<file path="src/rtl/rename_map_ckpt.sv">
// rename_map_ckpt
// Register alias table with branch checkpoints for the dispatch stage.
// Each cycle it renames up to N_WAY instructions. An older way in the same
// bundle forwards its destination to younger sources, and a CDB tag that
// completes in the same cycle forwards its readiness. A circular set of map
// snapshots lets a mispredicted branch restore the speculative map in one cycle.
//
// Ports
//   clock, reset           clock; synchronous active-high reset
//   dis_valid/dest/src1/src2/new_preg   dispatch bundle; way 0 is the oldest
//   src1/src2_preg, src1/src2_ready     renamed source tags and their readiness
//   old_preg               previous mapping of each destination (freed at retire)
//   cdb_valid/cdb_preg     completion broadcasts
//   br_save/br_way         take a checkpoint after way br_way
//   br_ckpt_id/ckpt_full   slot this save will use / no free slot
//   recover_valid/id       restore the map from a slot and drop younger slots
//   release_valid          oldest branch retired; free the head slot
module rename_map_ckpt #(
   parameter  int N_WAY     = 2,
   parameter  int ARCH_REGS = 32,
   parameter  int PHYS_REGS = 64,
   parameter  int N_CKPT    = 4,
   localparam int PR_W = $clog2(PHYS_REGS),
   localparam int AR_W = $clog2(ARCH_REGS),
   localparam int CK_W = $clog2(N_CKPT),
   localparam int BW_W = (N_WAY > 1) ? $clog2(N_WAY) : 1
) (
   input  logic                        clock,
   input  logic                        reset,
   input  logic [N_WAY-1:0]            dis_valid,
   input  logic [N_WAY-1:0][AR_W-1:0]  dis_dest,
   input  logic [N_WAY-1:0][AR_W-1:0]  dis_src1,
   input  logic [N_WAY-1:0][AR_W-1:0]  dis_src2,
   input  logic [N_WAY-1:0][PR_W-1:0]  dis_new_preg,
   output logic [N_WAY-1:0][PR_W-1:0]  src1_preg,
   output logic [N_WAY-1:0][PR_W-1:0]  src2_preg,
   output logic [N_WAY-1:0]            src1_ready,
   output logic [N_WAY-1:0]            src2_ready,
   output logic [N_WAY-1:0][PR_W-1:0]  old_preg,
   input  logic [N_WAY-1:0]            cdb_valid,
   input  logic [N_WAY-1:0][PR_W-1:0]  cdb_preg,
   input  logic                        br_save,
   input  logic [BW_W-1:0]             br_way,
   output logic [CK_W-1:0]             br_ckpt_id,
   output logic                        ckpt_full,
   input  logic                        recover_valid,
   input  logic [CK_W-1:0]             recover_id,
   input  logic                        release_valid
);

   logic [PR_W-1:0]      map_q [ARCH_REGS];
   logic [PR_W-1:0]      map_d [ARCH_REGS];
   logic [PR_W-1:0]      save_map [ARCH_REGS];
   logic [PR_W-1:0]      ckpt_q [N_CKPT][ARCH_REGS];
   logic [PHYS_REGS-1:0] ready_q, ready_d;
   logic [PHYS_REGS-1:0] cdb_set;
   logic [CK_W-1:0]      head_q, head_d, tail_q, tail_d;
   logic [CK_W:0]        count_q, count_d;
   logic                 do_save, do_rel;

   assign ckpt_full  = (count_q == (CK_W+1)'(N_CKPT));
   assign br_ckpt_id = tail_q;
   assign do_rel     = release_valid && (count_q != '0);
   assign do_save    = br_save && !ckpt_full && !recover_valid;

   // One-hot view of every tag completing this cycle; it serves both the
   // lookup bypass and the ready-table update.
   always_comb begin
      cdb_set = '0;
      for (int c = 0; c < N_WAY; c++)
         if (cdb_valid[c]) cdb_set[cdb_preg[c]] = 1'b1;
   end

   // Tag lookup for src1, src2 and dest of every way. Walking the older ways
   // in order leaves the youngest matching producer as the result.
   always_comb begin
      logic [AR_W-1:0] op;
      logic [PR_W-1:0] tag;
      logic            rdy;
      src1_preg  = '0;
      src2_preg  = '0;
      src1_ready = '0;
      src2_ready = '0;
      old_preg   = '0;
      for (int n = 0; n < N_WAY; n++) begin
         for (int j = 0; j < 3; j++) begin
            op  = (j == 0) ? dis_src1[n] : (j == 1) ? dis_src2[n] : dis_dest[n];
            tag = map_q[op];
            rdy = ready_q[tag] | cdb_set[tag];
            for (int k = 0; k < n; k++)
               if (dis_valid[k] && dis_dest[k] == op) begin
                  tag = dis_new_preg[k];
                  rdy = 1'b0;
               end
            if (op == '0) begin
               tag = '0;
               rdy = 1'b1;
            end
            case (j)
               0:       begin src1_preg[n] = tag; src1_ready[n] = rdy; end
               1:       begin src2_preg[n] = tag; src2_ready[n] = rdy; end
               default: old_preg[n] = tag;
            endcase
         end
      end
   end

   // Map / ready next state. save_map captures the map partway through the
   // bundle, right after the branch's way has been applied.
   always_comb begin
      for (int r = 0; r < ARCH_REGS; r++) begin
         map_d[r]    = map_q[r];
         save_map[r] = map_q[r];
      end
      for (int k = 0; k < N_WAY; k++) begin
         if (dis_valid[k] && dis_dest[k] != '0) map_d[dis_dest[k]] = dis_new_preg[k];
         if (BW_W'(k) == br_way)
            for (int r = 0; r < ARCH_REGS; r++) save_map[r] = map_d[r];
      end
      if (recover_valid)
         for (int r = 0; r < ARCH_REGS; r++) map_d[r] = ckpt_q[recover_id][r];

      ready_d = ready_q;
      if (!recover_valid)
         for (int k = 0; k < N_WAY; k++)
            if (dis_valid[k] && dis_dest[k] != '0) ready_d[dis_new_preg[k]] = 1'b0;
      // Completion is applied last so it beats a same-cycle dispatch clear.
      ready_d = ready_d | cdb_set;
   end

   // Checkpoint ring pointers.
   always_comb begin
      logic [CK_W-1:0] diff;
      head_d  = head_q + (do_rel ? CK_W'(1) : CK_W'(0));
      tail_d  = tail_q;
      count_d = count_q;
      diff    = '0;
      if (recover_valid) begin
         tail_d = recover_id + CK_W'(1);
         diff   = tail_d - head_d;
         // head==tail is ambiguous; it is empty only if the restored slot
         // itself was the one released this cycle.
         if (diff == '0 && !(do_rel && recover_id == head_q))
            count_d = (CK_W+1)'(N_CKPT);
         else
            count_d = {1'b0, diff};
      end else begin
         if (do_save) tail_d = tail_q + CK_W'(1);
         count_d = count_q + (do_save ? (CK_W+1)'(1) : '0) - (do_rel ? (CK_W+1)'(1) : '0);
      end
   end

   always_ff @(posedge clock) begin
      if (reset) begin
         for (int i = 0; i < ARCH_REGS; i++) map_q[i] <= PR_W'(i);
         ready_q <= '1;
         head_q  <= '0;
         tail_q  <= '0;
         count_q <= '0;
      end else begin
         for (int i = 0; i < ARCH_REGS; i++) map_q[i] <= map_d[i];
         ready_q <= ready_d;
         head_q  <= head_d;
         tail_q  <= tail_d;
         count_q <= count_d;
      end
   end

   // Snapshot storage needs no reset: a slot is only read after being written.
   always_ff @(posedge clock) begin
      if (!reset && do_save)
         for (int r = 0; r < ARCH_REGS; r++) ckpt_q[tail_q][r] <= save_map[r];
   end

endmodule

</file>
<file path="config.mk">
export PLATFORM = sky130hd
export DESIGN_NAME = rename_map_ckpt
export DESIGN_NICKNAME = d
export VERILOG_FILES = /design/src/rtl/rename_map_ckpt.sv
export SDC_FILE = /design/constraint.sdc
export NUM_CORES = 2
export LEC_CHECK = 0
export CORE_MARGIN = 4
export CORE_UTILIZATION = 40
export CTS_CLUSTER_DIAMETER = 60
export DETAILED_ROUTE_END_ITERATION = 7
export SKIP_CTS_REPAIR_TIMING = 1
export SYNTH_ARGS = -nofsm -noshare
export SYNTH_HDL_FRONTEND = slang
export SYNTH_SLANG_ARGS = --single-unit
</file>
<file path="constraint.sdc">
create_clock -name clock -period 7 [get_ports clock]
set_input_delay 1.4 -clock clock [delete_from_list [all_inputs] [get_ports clock]]
set_output_delay 1.4 -clock clock [all_outputs]
set_load 0.005 [all_outputs]
</file>
======== Yosys cells after proc, flatten, opt, wreduce, memory -nomap -nowiden ========
Memories as Yosys holds them, arrays and structs flattened.
Cells that the tools add are included.
word-level totals
  memories ................................ 2
  word-level logic and storage cells ...... 208
  bits of input ports ..................... 66
  register bits after elaboration ......... 71
  output and inout bits ................... 43
  RAM bits ................................ 960
cells by class
  reduce and logical (&&, ||, !) cells .... 32
  $lt $le $gt $ge ......................... 16
  multiplexer cells ....................... 99
  bitwise logic cells ..................... 44
  add/subtract/negate cells ............... 6
  equality and inequality tests ........... 5
memories
  name    depth  width  rd ports  clocked after memory_dff  wr ports  RTL line  source
  ckpt_q  4      192    1         0                         1         54        logic [PR_W-1:0] ckpt_q [N_CKPT][ARCH_REGS];
  map_q   32     6      38        0                         32        51        logic [PR_W-1:0] map_q [ARCH_REGS];
operators with widths
  kind                                                                           count
  192-bit 2-to-1 mux                                                             4
  192-bit bitwise mux                                                            2
  64-bit 2-to-1 mux                                                              6
  6-bit 2-to-1 mux                                                               43
  64-bit bitwise AND                                                             2
  64-bit NOT                                                                     2
  64-bit OR                                                                      2
  6-bit demux with 5-bit select                                                  2
  6-bit by 7-bit less-than comparator with 1-bit output (second input constant)  8
  1-bit binary-select mux with 6-bit select                                      8
  1-bit OR                                                                       36
  5-bit zero test                                                                6
  1-bit 2-to-1 mux                                                               26
  1-bit demux with 6-bit select                                                  4
  6-bit by 1-bit >= comparator with 1-bit output (second input constant)         4
  1-bit logical AND                                                              17
  5-bit == test                                                                  3
  6-bit >= comparator (second input constant)                                    2
  6-bit by 1-bit less-than comparator with 1-bit output (second input constant)  2
  5-bit NOT with 6-bit output                                                    2
  5-bit nonzero test                                                             2
  3-bit 2-to-1 mux                                                               2
  2-bit by 1-bit adder with 2-bit output (second input constant)                 2
  1-bit zero test                                                                4
  other kinds (10)                                                               11

======== Logic depth before layout (Yosys ltp) ========
  word-level depth ........................ 12
  depth in mapped cells ................... 17
  depth with buffers taken out ............ 12

======== Least setup slack after synthesis ========
OpenSTA, ideal clock, no wires.
  path type ............................... input to register
  from .................................... input recover_valid
  to ...................................... memory ckpt_q[0][0] in the netlist's numbering, enable pin
  library setup time ...................... 0.577 ns
  cell stages on the path ................. 4
  data arrival time ....................... 6.442 ns
  path buffers ............................ 1
  data required time ...................... 6.423 ns
  slack ................................... -0.019 ns
  cell sequence ........................... clkbuf_1 -> or2_2 -> nor2_1 -> and2_1
between the ends
  word-level cells in the longest chain between the ends .. 5
ends and longest elaborated chain
  item                                    RTL line  source
  start, declared                         46        input logic recover_valid,
  1-bit zero test                         n/a
  1-bit logical AND                       64        assign do_save = br_save && !ckpt_full && !recover_valid;
  1-bit logical AND                       171       if (!reset && do_save)
  1-bit 2-to-1 mux                        171
  1-bit 2-to-1 mux (not written as such)  172       for (int r = 0; r < ARCH_REGS; r++) ckpt_q[tail_q][r] <= save_map[r];
  end, declared                           54
No other way between the ends.

======== Final worst setup path ========
  from .................................... input dis_src2[5] in the netlist's numbering
  to ...................................... output src2_ready[1]
between the ends
  word-level cells in the longest chain between the ends .. 6
  elaborated cells on any way between the ends .. 11
  classes of those cells .................. eq/ne: 1; mux: 6; bitwise: 1; reduce/logical: 2; memory: 1
ends and longest elaborated chain
  item                                       RTL line  source
  start, declared                            33        input logic [N_WAY-1:0][AR_W-1:0] dis_src2,
  memory read 32 x 6 bit                     n/a
  1-bit binary-select mux with 6-bit select  89        rdy = ready_q[tag] | cdb_set[tag];
  1-bit 2-to-1 mux (not written as such)     89
  1-bit OR                                   89
  1-bit 2-to-1 mux                           91        if (dis_valid[k] && dis_dest[k] == op) begin
  1-bit 2-to-1 mux *                         95        if (op == '0) begin
  end, declared                              38        output logic [N_WAY-1:0] src2_ready,
Every way passes the cells marked *; elsewhere a longest branch is shown, timed or not. The select of a mux whose other input is x is not followed.

==> results.yml <==
clocking:
  insertion_delay_ns: 0.75
  clockRootBuffer: "clkbuf_16"
  cts_tree: "built"
  numClockSinks: 1031
  clock_path_buffers: 3
  numCtsBuffers: 111
  clk_pin_slew_worst_paths_ns: 0.06
  htree_levels: 3
detailed_routing:
  drt_iter0_markers: 5379
  dr.pass1.iters: 7
  wire_per_inst_um: 31.9
  drc_errors: 0
  ant_nets: 0
  drt-vias-per-instance: 6.48
  vias: 41600
  wirelength_um: 204000
placed_design:
  dp_cells: 6188
  place.port_buffers: 108
  routabilityCongestion: 1.02
  dp_hpwl_um: 139000
floorplan:
  rows: 137
  start_util_pct: 40.4
  die_h_um: 384
  core_area_sq_um: 140000
  ios: 109
  die_area_sq_um: 147000
  die_width_um: 384
worst_hold_path:
  hp-class: "reg -> reg"
outcome:
  status: "finished, final reports clean"
setup_path:
  cp_max_fo: 23
  crit_path_start_kind: "input port"
  worstSetupPathType: "in -> out"
  cp_data_required_time_ns: 5.60
  cp.arrival_ns: 5.39
  setup.worst_path.end_class: "output pin"
timing:
  rsz0062_at_grt: "false"
  fin_worst_skew_ns: 0.0393
  clock.fmax_mhz: 147
  hold_slack_ns: 0.459
  timing.slew.headroom_pct: 22.3
  worstMarginPinSlew_ns: 1.16
  period_needed_ns: 6.79
  final.period_utilization_pct: 97.0
  finalHoldViolCount: 0
  setup_violations: 0
  drv_slew: 0
final_layout:
  fin_nets: 4500
  area_delta_synth_final_pct: 13.4
  drive_gt1_share_pct: 22.7
  finish.cell_count_without_fillers: 6410
  utilization_pct: 45.8
logic_synthesis:
  syn_area_per_cell_sq_um: 12.9
  yosysSeqAreaShare_pct: 50.1
  synth_cell_types: 69
  ys_ff_latch: 1031
  synth_ff_type: "edfxtp_1"
  synth_edf_count: 768
  synth-async-reset-ratio_pct: 0
  synthesis.nets: 4465
  syn_inst: 4390
  yosys_warnings: 0
  synth_area_sq_um: 56500
grt:
  grt_remaining_overflow: 0
  grt_pass1_wl_um: 292000
  grt_usage_pct: 27.2
  grt_max_degree: 171
  grt_pass1_vias: 40100
  antenna_found_initial: 21
power:
  ir_worst_vdd_mv: 0.205
  power_density_nw_per_um2: 246
  leakage_nw: 21.3
run:
  maxCapViolations: 0
## metal layers
layer	track usage, %	routed length [um]
met3	8.11	24600
met4	13.9	11800
met5	0	119
met1	36.2	78200
met2	40.5	89700
## cell usage in the layout, fill, tap and decap left out, drive strengths merged, types with 81 or more instances in the layout
cell type	instances
a211oi	214
a21oi	349
a22oi	102
buf	259
clkbuf	149
dfxtp	263
edfxtp	768
mux2i	290
mux4	519
nand2	143
nor2	720
o21ai	81
## synthesized netlist by cell type (all sizes together), types with 80 or more instances
cell type  instances  area share [%]
nand2            143            0.95
nor2             720             4.8
a21oi            349             3.1
mux2i            290             5.2
a22oi            102             1.4
a211o             80             1.2
dfxtp            263             9.3
o22ai             80            0.89
buf              140             1.3
mux4             519              21
clkbuf           277             1.8
edfxtp           768              41
a211oi           214             2.8
o21ai             81            0.72
## path summary, 6_finish.rpt
path               startpoint             end  slack (ns)  cells after the start
hold / removal    ready_q[29]     ready_q[29]        0.46                      2
hold reg to reg   ready_q[29]     ready_q[29]        0.46                      2
setup / recovery  dis_src2[5]   src2_ready[1]        0.21                     13
setup reg to reg   count_q[1]  ckpt_q[2][107]        3.97                      6
## area by class of cell
class,instances,area [sq um]
fill,12500,75800
sequential,1031,28300
multi-input combinational,2924,26400
clock buffer,149,3130
timing repair buffer,339,2980
tap,1876,2350
clock inverter,62,816
inverter,18,67.6
antenna,11,27.5
## worst max-delay path: stages
cell and delay, ns:
buf_2 0.11, buf_12 0.19, mux4_1 0.59, mux4_2 0.60
mux2i_4 0.29, nor2_1 0.15, a22oi_1 0.23, o221ai_1 0.18
a211oi_2 0.27, a2111oi_2 0.08, buf_4 0.14, or4_1 0.61
clkdlybuf4s50_1 0.51
## power by group
group	internal, mW	switching [mW]
Sequential	6.80	0.291
Combinational	1.05	1.35
Clock	3.72	2.52
Total	11.6	4.17
## sequential cells by signal, summed over array words and instances, names as in the netlist
| signal | cells |
|---|---|
| ready_q | 64 |
| head_q | 2 |
| br_ckpt_id | 2 |
| count_q | 3 |
| ckpt_q | 768 |
| map_q | 192 |
## cells by family (layout without fill, tap and decap cells)
group                      count (synthesis)  in the layout  share of synthesized area, %
AOI/OAI and AO/OA                        963            963                          11.0
xor gates and xnor gates                  24             24                         0.372
adders and majority gates                  9              9                         0.213
buffers and inverters                    435            568                          3.30
DFF                                     1031           1031                          50.1
muxes                                    853            853                          26.9
other                                      0             11                             0
and+or+nand+nor                         1075           1075                          8.06
## through the flow
step	area, sq um	TNS, ns	power [mW]	setup slack [ns]
after global placement	60100	-0.0378	9.53	-0.0378
after floorplan	56500	0	8.58	1.32
after CTS	64000	0	15.8	0.124
final	64100	0	15.7	0.210
after detailed placement	60100	0	9.55	0.145
after global routing	64000	0	16.2	0.0509
Power figures use the tool's default switching activity.
